===== src/rtl/product_accumulator.sv =====
// Sums groups of ACC_COUNT unsigned products from a valid/ready stream
// and presents each group sum on a valid/ready output port.
module product_accumulator #(
  parameter int DATA_WIDTH = 8,
  parameter int ACC_COUNT  = 4,
  localparam int PW        = 2 * DATA_WIDTH,
  localparam int ACC_WIDTH = PW + $clog2(ACC_COUNT),
  localparam int CW        = $clog2(ACC_COUNT) + 1
) (
  input  logic                 clk,
  input  logic                 rst,
  input  logic                 clear,
  input  logic                 p_valid,
  input  logic [PW-1:0]        p_in,
  output logic                 p_ready,
  output logic                 sum_valid,
  output logic [ACC_WIDTH-1:0] sum_out,
  input  logic                 sum_ready,
  output logic [CW-1:0]        acc_cnt
);

  localparam logic [1:0] S_IDLE  = 2'd0;
  localparam logic [1:0] S_ACCUM = 2'd1;
  localparam logic [1:0] S_HOLD  = 2'd2;

  localparam logic [CW-1:0] LAST = CW'(ACC_COUNT - 1);

  logic [1:0]           r_state;
  logic [ACC_WIDTH-1:0] r_acc;
  logic [CW-1:0]        r_cnt;
  logic [ACC_WIDTH-1:0] r_sum;
  logic                 r_sum_valid;

  logic                 w_p_fire;
  logic [ACC_WIDTH-1:0] w_p_ext;
  logic [ACC_WIDTH-1:0] w_acc_next;

  // rst gates p_ready so nothing looks acceptable while in reset
  assign p_ready    = (r_state != S_HOLD) & ~clear & ~rst;
  assign w_p_fire   = p_valid & p_ready;
  assign w_p_ext    = {{(ACC_WIDTH-PW){1'b0}}, p_in};
  assign w_acc_next = r_acc + w_p_ext;

  assign sum_valid = r_sum_valid;
  assign sum_out   = r_sum;
  assign acc_cnt   = r_cnt;

  always_ff @(posedge clk or posedge rst) begin
    if (rst) begin
      r_state     <= S_IDLE;
      r_acc       <= '0;
      r_cnt       <= '0;
      r_sum       <= '0;
      r_sum_valid <= 1'b0;
    end else if (clear) begin
      r_state     <= S_IDLE;
      r_acc       <= '0;
      r_cnt       <= '0;
      r_sum_valid <= 1'b0;
    end else begin
      case (r_state)
        S_IDLE: begin
          if (w_p_fire) begin
            r_acc   <= w_p_ext;
            r_cnt   <= CW'(1);
            r_state <= S_ACCUM;
          end
        end
        S_ACCUM: begin
          if (w_p_fire) begin
            if (r_cnt == LAST) begin
              r_sum       <= w_acc_next;
              r_sum_valid <= 1'b1;
              r_acc       <= '0;
              r_cnt       <= '0;
              r_state     <= S_HOLD;
            end else begin
              r_acc <= w_acc_next;
              r_cnt <= r_cnt + CW'(1);
            end
          end
        end
        S_HOLD: begin
          if (sum_ready) begin
            r_sum_valid <= 1'b0;
            r_state     <= S_IDLE;
          end
        end
        default: begin
          r_state     <= S_IDLE;
          r_acc       <= '0;
          r_cnt       <= '0;
          r_sum_valid <= 1'b0;
        end
      endcase
    end
  end

endmodule


===== config.mk =====
export PLATFORM = sky130hd
export DESIGN_NAME = product_accumulator
export DESIGN_NICKNAME = d
export VERILOG_FILES = /design/src/rtl/product_accumulator.sv
export SDC_FILE = /design/constraint.sdc
export NUM_CORES = 1
export LEC_CHECK = 0
export CORE_ASPECT_RATIO = 0.5
export CORE_MARGIN = 5
export CORE_UTILIZATION = 45
export DETAILED_ROUTE_END_ITERATION = 10
export GPL_TIMING_DRIVEN = 0
export PLACE_DENSITY = 0.69
export SETUP_SLACK_MARGIN = 0.2
export SYNTH_ARGS = -nofsm -noshare
export SYNTH_HDL_FRONTEND = slang
export SYNTH_SLANG_ARGS = --single-unit

===== constraint.sdc =====
create_clock -name clk -period 3.29 [get_ports clk]
set_clock_uncertainty 0.05 [all_clocks]
set_input_delay 0.329 -clock clk [delete_from_list [all_inputs] [get_ports clk]]
set_output_delay 0.329 -clock clk [all_outputs]
set_load 0.03 [all_outputs]

After elaboration in Yosys (flattened, before gate mapping)
Cells that the tools add are included.
{"block": "classes", "add_sub_neg": 2, "mul": 0, "div": 0, "n_lt_le_gt_ge": 0, "n_eq_ne": 10, "n_shift": 0, "mux": 21, "bitwise_logic": 5, "n_reduce_logical": 5}
{"op": "18-bit 2-to-1 mux", "n": 4}
{"op": "18-bit one-hot mux with 3 select lines", "n": 1}
{"op": "18-bit by 16-bit adder with 18-bit output", "n": 1}
{"op": "3-bit 2-to-1 mux", "n": 4}
{"op": "3-bit inequality test (second input constant)", "n": 4}
{"op": "4-bit AND reduction", "n": 3}
{"op": "2-bit 2-to-1 mux", "n": 5}
{"op": "3-bit one-hot mux with 3 select lines", "n": 1}
{"op": "2-bit inequality test (second input constant)", "n": 3}
{"op": "2-bit one-hot mux with 3 select lines", "n": 1}
{"op": "1-bit 2-to-1 mux", "n": 4}
{"op": "3-bit by 1-bit adder with 3-bit output (second input constant)", "n": 1}
{"op": "1-bit bitwise AND", "n": 3}
{"op": "3-bit by 2-bit equality test with 1-bit output (second input constant)", "n": 1}
{"op": "1-bit one-hot mux with 3 select lines", "n": 1}
{"op": "3-bit AND reduction", "n": 1}
{"op": "2-bit by 1-bit equality test with 1-bit output (second input constant)", "n": 1}
{"op": "2-bit equality test (second input constant)", "n": 1}
{"op": "2-bit zero test", "n": 1}
{"op": "1-bit NOT", "n": 2}
{"block": "totals", "ff_bits": 42, "latch_bits": 0, "mem_bits_rw": 0, "mem_bits_ro": 0, "inputBits": 21, "output_inout_bits": 23, "elab_cells": 48, "memories": 0}

Depth between registers and ports, before layout
Gate-level depths: netlist of run 1.
{"block": "depth", "depth_word": 7, "mapped_depth": 9, "mapped_depth_nobuf": 9}

Least setup slack after synthesis of run 1
Ideal clock, no wire load.
{"block": "synth_path", "kind": "register -> register", "startpoint": "register r_acc[0]", "endpoint": "register r_sum[16] (netlist: sum_out[16])", "setup_ps": 132, "arrival_time_ps": 2492, "t_required_ps": 3108, "path_slack_ps": 616, "path_stages_with_launch": 10, "n_path_buf": 0, "synth_period_minus_slack_ps": 2674, "cell_sequence": "dfrtp_1 ha_1 fa_1 a21o_1 a221oi_2 o21ai_2 a311o_2 a221oi_4 xnor2_1 o21ai_1"}
{"block": "synth_via", "elab_chain_len": 1}
{"item": "from (decl)", "line": "29", "source": "logic [ACC_WIDTH-1:0] r_acc;"}
{"item": "from (signal assigned)", "line": "64", "source": "r_acc <= w_p_ext;"}
{"item": "from (signal assigned)", "line": "78", "source": "r_acc <= w_acc_next;"}
{"item": "18-bit by 16-bit adder with 18-bit output", "line": "42", "source": "assign w_acc_next = r_acc + w_p_ext;"}
{"item": "to (signal assigned)", "line": "72", "source": "r_sum <= w_acc_next;"}
{"item": "to (decl)", "line": "31", "source": "logic [ACC_WIDTH-1:0] r_sum;"}
Every way passes these cells.
A chain may end at the register's enable or synchronous reset.

Final worst setup path of run 1
{"block": "layout_path", "startpoint": "input port p_in[0]", "endpoint": "register r_acc[14]"}
{"block": "layout_via", "elab_chain_len": 5}
{"item": "from (decl)", "line": "14", "source": "input logic [PW-1:0] p_in,"}
{"item": "18-bit by 16-bit adder with 18-bit output", "line": "42"}
{"item": "18-bit 2-to-1 mux", "line": "71", "source": "if (r_cnt == LAST) begin"}
{"item": "18-bit 2-to-1 mux", "line": "70", "source": "if (w_p_fire) begin"}
{"item": "18-bit one-hot mux with 3 select lines", "line": "61", "source": "case (r_state)"}
{"item": "18-bit 2-to-1 mux", "line": "55", "source": "end else if (clear) begin"}
Every way passes these cells. The select of a mux whose other input is x is not followed.

==> metrics.yaml, run 1 <==
synthesis:
  synthArstFlopShare_pct: 100
  ys.warnings.count: 0
  syn_area_um2: 2490
  avgSynthCellArea_um2: 9.61
  syn-num-nets: 298
  synth-seq-cells: 42
  synth_edf_count: 0
  yosysSeqAreaShare_pct: 42.2
  synth_ff_type: "dfrtp_1"
  syn_inst: 259
  yosys.cell_types.count: 49
placement:
  port-buffer-count: 43
  gp_congestion: 0.878
  placed_area_um2: 3010
  dp_hpwl_mm: 4.45
final_layout:
  final_area_um2: 3140
  diodes: 0
  multiInputGateArea_um2: 1400
  final.fill_count: 504
  regArea_um2: 1050
  num-nets-final: 349
  utilization_pct: 57.9
  layout-drive-gt1-share_pct: 7.74
  area_growth_pct: 26.0
cts:
  numCtsBuffers: 5
  clock_sink_count: 42
  clock_latency_ns: 0.30
  cts-root-buf: "clkbuf_8"
  cts.htree.levels: 2
  ctsHoldBuffers: 0
  cts_buffer_depth: 2
  cts_tree: "done"
  path_clk_slew_ns: 0.08
route:
  vias: 2114
  drtAntennaViolNets: 0
  firstDrtPassIters: 6
  drtIter0Drc: 153
  wl_per_cell_um: 15.4
  vias_per_cell: 5.52
  drc: 0
  drt_wl_total_mm: 5.91
pwr:
  switching_power_mw: 0.326
  ir_worst_vdd_mv: 0.182
  combPwrFrac_pct: 22.1
  cellPowerDensity_nw_per_um2: 352
  seq_power_share_pct: 49.0
  switching_share_pct: 29.5
  clock_power_share_pct: 29.0
  internal_power_mw: 0.778
  leakage_nw: 1.42
worst_setup_path:
  cp-end-kind: "flip-flop"
  r2r-start: "r_acc[0]$_DFFE_PP0P_"
  criticalPathCategory: "in -> reg"
  required_ns: 3.41
  worst_r2r_path_depth: 9
  cp.arrival_ns: 3.12
  crit_start: "p_in[0]"
  start_kind: "input pin"
  reg2reg_slack_ns: 0.38
  cp_max_fo: 3
sta:
  tightest_slew_ns: 0.678
  max_slew_margin_pct: 54.7
  rsz0062_at_grt: "false"
  fmax_ghz: 0.332
  fin_crit_ns: 3.01
  finalSetupViolCount: 0
  post-route-period-util_pct: 91.4
  final.setup.tns_ns: 0
  hold_violations: 0
  drv_slew: 0
die:
  initial_core_util_pct: 45.9
  dieArea_um2: 7210
  dieWidth_um: 115
  pin_count: 44
  die_h_um: 62.6
  fp.coreArea_um2: 5420
  fp-row-count: 19
global_routing:
  grt_overflow_total: 0
  grt_pass1_vias: 2183
  grt_max_degree: 44
  gr-usage-met3_pct: 3.68
  busiest_layer: "met2"
  gr-usage-met2_pct: 28.8
  antenna_found_initial: 0
  grtUsageTotal_pct: 17.1
  grt_pass1_wl_mm: 10.1
  grtUsageMet1_pct: 22.5
run_status:
  status: "completed"
job:
  cap_violations: 0
hold_path:
  min_path_type: "in -> async"
## cell usage in the layout (no fill, tap or decap), types with 2 or more instances in the layout
cell              n
o21ai_1           8
a221oi_4          2
clkdlybuf4s50_1  43
nor3_1            6
dfrtp_1          42
a22oi_1           8
or3_1             4
clkinv_2          2
clkbuf_8          5
mux2_2            3
clkbuf_1         11
nor2b_1           3
mux2_1            2
a21oi_1          17
o31ai_1           2
a22o_1            3
ha_1             17
a222oi_1          4
nand2_1          25
and4_1            2
nand3_1           3
xnor2_1           6
a211oi_1          3
nor2_1           17
o21ai_0          23
xor2_1            8
a21o_1            6
inv_1             7
## metal layers
layer	share of wire [%]	vias to the layer above
met5	0	-
met4	0.96	0
met3	5.0	6
met2	46	40
met1	48	1015
li1	-	1053
## flip-flops by register name (all words and copies together) (netlist names)
signal / count
acc_cnt: 3
sum_out: 18
r_acc: 18
sum_valid: 1
r_state: 2
## power groups by stage
stage	logic (mW)	clock network, mW	registers (mW)
final	0.244	0.320	0.541
after global routing	0.270	0.353	0.543
after CTS	0.236	0.334	0.541
after detailed placement	0.234	0	0.551
after global placement	0.230	0	0.551
after floorplan	0.157	0	0.554
## metrics by stage
step / total power [mW] / hold slack (ns) / setup WS [ns] / std cells
6_report: 1.10 / 0.405 / 0.281 / 383
5_1_grt: 1.17 / 0.453 / 0.216 / 383
4_1_cts: 1.11 / 0.446 / 0.218 / 382
3_5_place_dp: 0.786 / 0.427 / -0.374 / 375
3_3_place_gp: 0.780 / 0.413 / -0.350 / 375
2_1_floorplan: 0.711 / 0.283 / 0.616 / 259
## synthesized netlist by cell type, types with 2 or more instances
master,instances,area [µm²]
a222oi_1,4,40.0
nor2b_1,3,18.8
and4_1,2,17.5
nor3_1,7,35.0
xor2_1,9,78.8
ha_1,17,213
inv_1,7,26.3
o21ai_1,7,35.0
a21oi_1,17,85.1
clkbuf_1,11,41.3
or3_1,4,25.0
o21ai_0,24,120
dfrtp_1,42,1050
o31ai_1,2,15.0
mux2_2,3,33.8
a211oi_1,4,30.0
a31oi_1,2,12.5
xnor2_1,6,52.6
a22o_1,3,26.3
nand2_1,25,93.8
nor2_1,17,63.8
nand3_1,3,15.0
mux2_1,2,22.5
a21o_1,6,45.0
a22oi_1,8,60.1
## kinds of logic after synthesis
group                      synth area share (%)
muxes                                      2.66
DFF                                        42.2
xor gates and xnor gates                   5.28
buffers and inverters                      3.01
and+or+nand+nor                            12.5
adders and majority gates                  9.35
AOI/OAI and AO/OA                          25.0
## path summary, 6_finish.rpt
kind | to
max in group asynchronous | r_acc[17]$_DFFE_PP0P_
min reg2reg | sum_out[12]$_DFFE_PP0P_
min | acc_cnt[1]$_DFFE_PP0P_
max reg2reg | r_acc[14]$_DFFE_PP0P_
min in group clk | sum_out[12]$_DFFE_PP0P_
max | r_acc[14]$_DFFE_PP0P_
## cell type report
type / count / share of cell area, %
buffer: 11 / 1.32
clock buffer: 5 / 2.19
clock inverter: 2 / 0.319
inverter: 9 / 1.24
multi-input combinational: 197 / 44.6
sequential: 42 / 33.5
tap: 73 / 2.91
timing repair buffer: 44 / 14.0
## repair_timing
action	CTS	global route
setup buffers	0	1
gates resized for setup	1	7
pin swaps	0	1
setup endpoints to repair	20	17
gates cloned	0	0
## worst max-delay path, stage by stage
cell and delay [ns]:
clkdlybuf4s50_1 0.42, ha_1 0.26, fa_1 0.41, a21o_1 0.25, a221oi_4 0.31, o21ai_2 0.13
a311o_2 0.46, a31oi_2 0.25, xor2_2 0.21, o21ai_1 0.10
No activity file was read; power rests on OpenSTA's default activity.
==> inputs of run 2 (changes only) <==
--- a/config.mk
+++ b/config.mk
@@ -9,6 +9,7 @@
 export CORE_MARGIN = 5
 export CORE_UTILIZATION = 45
 export DETAILED_ROUTE_END_ITERATION = 10
+export GPL_ROUTABILITY_DRIVEN = 0
 export GPL_TIMING_DRIVEN = 0
 export PLACE_DENSITY = 0.69
 export SETUP_SLACK_MARGIN = 0.2
==> results of run 2 <==
The final DEF is identical to that of run 1; final timing and power are the same.
==> inputs of run 3 (changes only) <==
--- a/config.mk
+++ b/config.mk
@@ -5,13 +5,14 @@
 export SDC_FILE = /design/constraint.sdc
 export NUM_CORES = 1
 export LEC_CHECK = 0
+export ABC_AREA = 1
 export CORE_ASPECT_RATIO = 0.5
 export CORE_MARGIN = 5
 export CORE_UTILIZATION = 45
 export DETAILED_ROUTE_END_ITERATION = 10
 export GPL_ROUTABILITY_DRIVEN = 0
 export GPL_TIMING_DRIVEN = 0
-export PLACE_DENSITY = 0.69
+export PLACE_DENSITY = 0.67
 export SETUP_SLACK_MARGIN = 0.2
 export SYNTH_ARGS = -nofsm -noshare
 export SYNTH_HDL_FRONTEND = slang
==> run 3 against run 2 <==
Cell area rose by 15%. Synthesized area increased by 15%. Sequential power grew 7.2%. Combinational power up 90%. Non-clock buffer count shrank 5. First-iteration DRC count down 2.0%. Global-route usage rose by 1.8 points. Register-to-register slack better by 0.76 ns. Wire length up 20%.
==> metrics.yaml, run 3 <==
run_status:
  status: "completed"  # unchanged
sta:
  tightest_slew_ns: 0.596  # was 0.678 ns
  rsz0062_at_grt: "false"  # unchanged
  finalSetupViolCount: 0  # unchanged
  fmax_ghz: 0.434  # was 0.332 GHz
  post-route-period-util_pct: 70.1  # was 91.4%
  final.setup.tns_ns: 0  # unchanged
  hold_violations: 0  # unchanged
  max_slew_margin_pct: 60.2  # was 54.7%
  fin_crit_ns: 2.30  # was 3.01 ns
  drv_slew: 0  # unchanged
synthesis:
  ys.warnings.count: 0  # unchanged
  syn_inst: 407  # was 259
  syn-num-nets: 446  # was 298
  yosys.cell_types.count: 32  # was 49
  syn_area_um2: 2870  # was 2490 µm²
  synth_edf_count: 0  # unchanged
  avgSynthCellArea_um2: 7.06  # was 9.61 µm²
  synth-seq-cells: 42  # unchanged
  synth_ff_type: "dfrtp_1"  # unchanged
  synthTopCellsByCount: "188 x nand2_1, 42 x dfrtp_1, 42 x inv_1, 33 x nand3_1"  # was 42 x dfrtp_1, 25 x nand2_1, 24 x o21ai_0
  synthArstFlopShare_pct: 100  # unchanged
  yosysMostFrequentCell: "nand2_1"  # was dfrtp_1
  synth_area_leader_cell: "dfrtp_1"  # unchanged
  synth_top_area_share_pct: 36.6  # was 42.2%
  yosysSeqAreaShare_pct: 36.6  # was 42.2%
  synth.area.top_cells: "dfrtp_1 37%, nand2_1 25%, ha_1 7.4%, nand3_1 5.7%, inv_1 5.5%"  # was dfrtp_1 42%, ha_1 8.5%, o21ai_0 4.8%, nand2_1 3.8%, a21oi_1 3.4%
worst_setup_path:
  crit_start: "rst"  # was p_in[0]
  reg2reg_slack_ns: 1.14  # was 0.38 ns
  worstSetupEndpoint: "sum_out[6]$_DFFE_PP0P_"  # was r_acc[14]$_DFFE_PP0P_
  cp_max_fo: 22  # was 3
  worst_r2r_path_depth: 12  # was 9
  cp_cell_sequence: "clkdlybuf4s50_1 -> inv_2 -> buf_16 -> nand4_4 -> nor3_4 -> buf_6 -> nand2_1 -> nand2_1"  # was clkdlybuf4s50_1 -> ha_1 -> fa_1 -> a21o_1 -> a221oi_4 -> o21ai_2 -> a311o_2 -> a31oi_2 -> xor2_2 -> o21ai_1
  critPathTopFamily: "buffers and inverters"  # was compound AO/OA/AOI/OAI gates
  cpPeakStageDelay_ns: 0.50  # was 0.46 ns
  cp-end-kind: "flip-flop"  # unchanged
  cp_common_cell: "nand2_1"
  cp_num_cells: 8  # was 10
  start_kind: "input pin"  # unchanged
  r2r-start: "r_acc[0]$_DFFE_PP0P_"  # unchanged
  criticalPathCategory: "in -> reg"  # unchanged
  rr_endpoint: "sum_out[12]$_DFFE_PP0P_"  # was r_acc[14]$_DFFE_PP0P_
  path_buf_inv: 4  # was 1
  required_ns: 3.46  # was 3.41 ns
  cp.arrival_ns: 2.48  # was 3.12 ns
  crit_slowest_cell: "nor3_4"  # was a311o_2
cts:
  ctsHoldBuffers: 0  # unchanged
  cts_tree: "done"  # unchanged
  cts_buffer_depth: 2  # unchanged
  cts_resized: 0  # was 1
  cts.htree.levels: 2  # unchanged
  postCtsSetupRepairBufs: 0  # unchanged
  path_clk_slew_ns: 0.06  # was 0.08 ns
  clock_latency_ns: 0.28  # was 0.30 ns
  cts-root-buf: "clkbuf_16"  # was clkbuf_8
  numCtsBuffers: 5  # unchanged
  clock_sink_count: 42  # unchanged
die:
  dieArea_um2: 8180  # was 7210 µm²
  fp.coreArea_um2: 6130  # was 5420 µm²
  initial_core_util_pct: 46.9  # was 45.9%
  pin_count: 44  # unchanged
  die_h_um: 66.5  # was 62.6 µm
  dieWidth_um: 123  # was 115 µm
  fp-row-count: 20  # was 19
final_layout:
  multiInputGateArea_um2: 1570  # was 1400 µm²
  final_cell_mix: "188 x nand2_1, 43 x clkdlybuf4s50_1, 42 x dfrtp_1"  # was 43 x clkdlybuf4s50_1, 42 x dfrtp_1, 25 x nand2_1
  num-nets-final: 497  # was 349
  layout_commonest_cell: "nand2_1"  # was clkdlybuf4s50_1
  area_growth_pct: 25.6  # was 26.0%
  diodes: 0  # unchanged
  layoutNonFillerInstCount: 547  # was 383
  layout-drive-gt1-share_pct: 7.84  # was 7.74%
  regArea_um2: 1050  # unchanged
  final.fill_count: 581  # was 504
global_routing:
  grt_pass1_wl_mm: 12.2  # was 10.1 mm
  antenna_found_initial: 0  # unchanged
  grt_pass1_vias: 2624  # was 2183
  grtUsageTotal_pct: 18.9  # was 17.1%
  grt_max_degree: 23  # was 44
  grt_overflow_total: 0  # unchanged
route:
  drtAntennaViolNets: 0  # unchanged
  vias_per_cell: 4.97  # was 5.52
  wl_per_cell_um: 13.0  # was 15.4 µm
  drt_wl_total_mm: 7.12  # was 5.91 mm
  drc: 0  # unchanged
  vias: 2716  # was 2114
  firstDrtPassIters: 5  # was 6
  drtIter0Drc: 150  # was 153
pwr:
  cellPowerDensity_nw_per_um2: 441  # was 352 nW/µm²
  ir_worst_vdd_mv: 0.232  # was 0.182 mV
  report.power.total_mw: 1.59  # was 1.10 mW
  leakage_nw: 1.97  # was 1.42 nW
hold_path:
  min_path_type: "in -> async"  # unchanged
job:
  cap_violations: 0  # unchanged
placement:
  port-buffer-count: 43  # unchanged
  dp.cells: 539  # was 375
  dp_hpwl_mm: 5.56  # was 4.45 mm
==> run 3: cell count changes in the layout (fill, tap and decap cells not counted), moves of 6 or more <==
| cell | before | now |
|---|---|---|
| inv_1 | 7 | 41 |
| nand3_1 | 3 | 33 |
| clkbuf_1 | 11 | 0 |
| a21o_1 | 6 | 0 |
| a22oi_1 | 8 | 0 |
| buf_6 | 0 | 6 |
| o21ai_0 | 23 | 4 |
| nand2_1 | 25 | 188 |
| o21ai_1 | 8 | 0 |
==> run 3: cells by family (layout without fill, tap and decap cells) <==
logic type	count (synthesis)	after routing	synth area share, %
flops	42	42	36.6
buf+inv	54	106	8.79
compound gates	25	25	5.36
xor+xnor	8	8	2.44
simple gates	260	260	38.7
fa+ha+maj	18	18	8.10
==> run 3: where the power goes <==
| part | leakage, nW | total (mW) | switching (mW) | internal, mW |
|---|---|---|---|---|
| Combinational | 1.31 | 0.464 | 0.289 | 0.175 |
| Sequential | 0.576 | 0.580 | 0.0253 | 0.555 |
| Clock | 0.0832 | 0.548 | 0.204 | 0.344 |
| Total | 1.97 | 1.59 | 0.518 | 1.07 |
==> run 3: worst min-delay path by stage <==
stage / endpoint / slack [ns]
after detailed placement: sum_out[1]$_DFFE_PP0P_ / 0.41
after floorplan: r_acc[13]$_DFFE_PP0P_ / 0.40
final: r_state[0]$_DFFE_PP0P_ / 0.38
after global placement: sum_out[0]$_DFFE_PP0P_ / 0.40
after global routing: r_state[0]$_DFFE_PP0P_ / 0.43
after CTS: r_state[0]$_DFFE_PP0P_ / 0.40
==> run 3: per-layer routing <==
layer	part of all wire (%)	up-vias	GRT usage, %
met5	0	-	0
met4	1.3	0	5.24
met3	5.9	11	3.73
met2	43	74	29.4
met1	50	1251	26.8
li1	-	1380	-
==> run 3: per-stage QoR <==
stage          area [µm²]  hold slack (ns)  utilization, %  setup WS [ns]
4_1_cts              3610            0.399            58.9          0.934
2_1_floorplan        2870            0.403               -          0.950
3_5_place_dp         3440            0.413            56.1          0.638
5_1_grt              3610            0.434            58.9          0.775
3_3_place_gp         3410            0.403            55.7         -0.144
6_report             3610            0.380            58.9          0.985
==> run 3: final cells by class <==
cell class | instances | area share, %
Tap cell | 88 | 3.05
Multi-Input combinational cell | 311 | 43.5
Sequential cell | 42 | 29.1
Inverter | 48 | 5.13
Clock buffer | 8 | 4.61
Timing Repair Buffer | 44 | 12.7
Buffer | 6 | 1.87
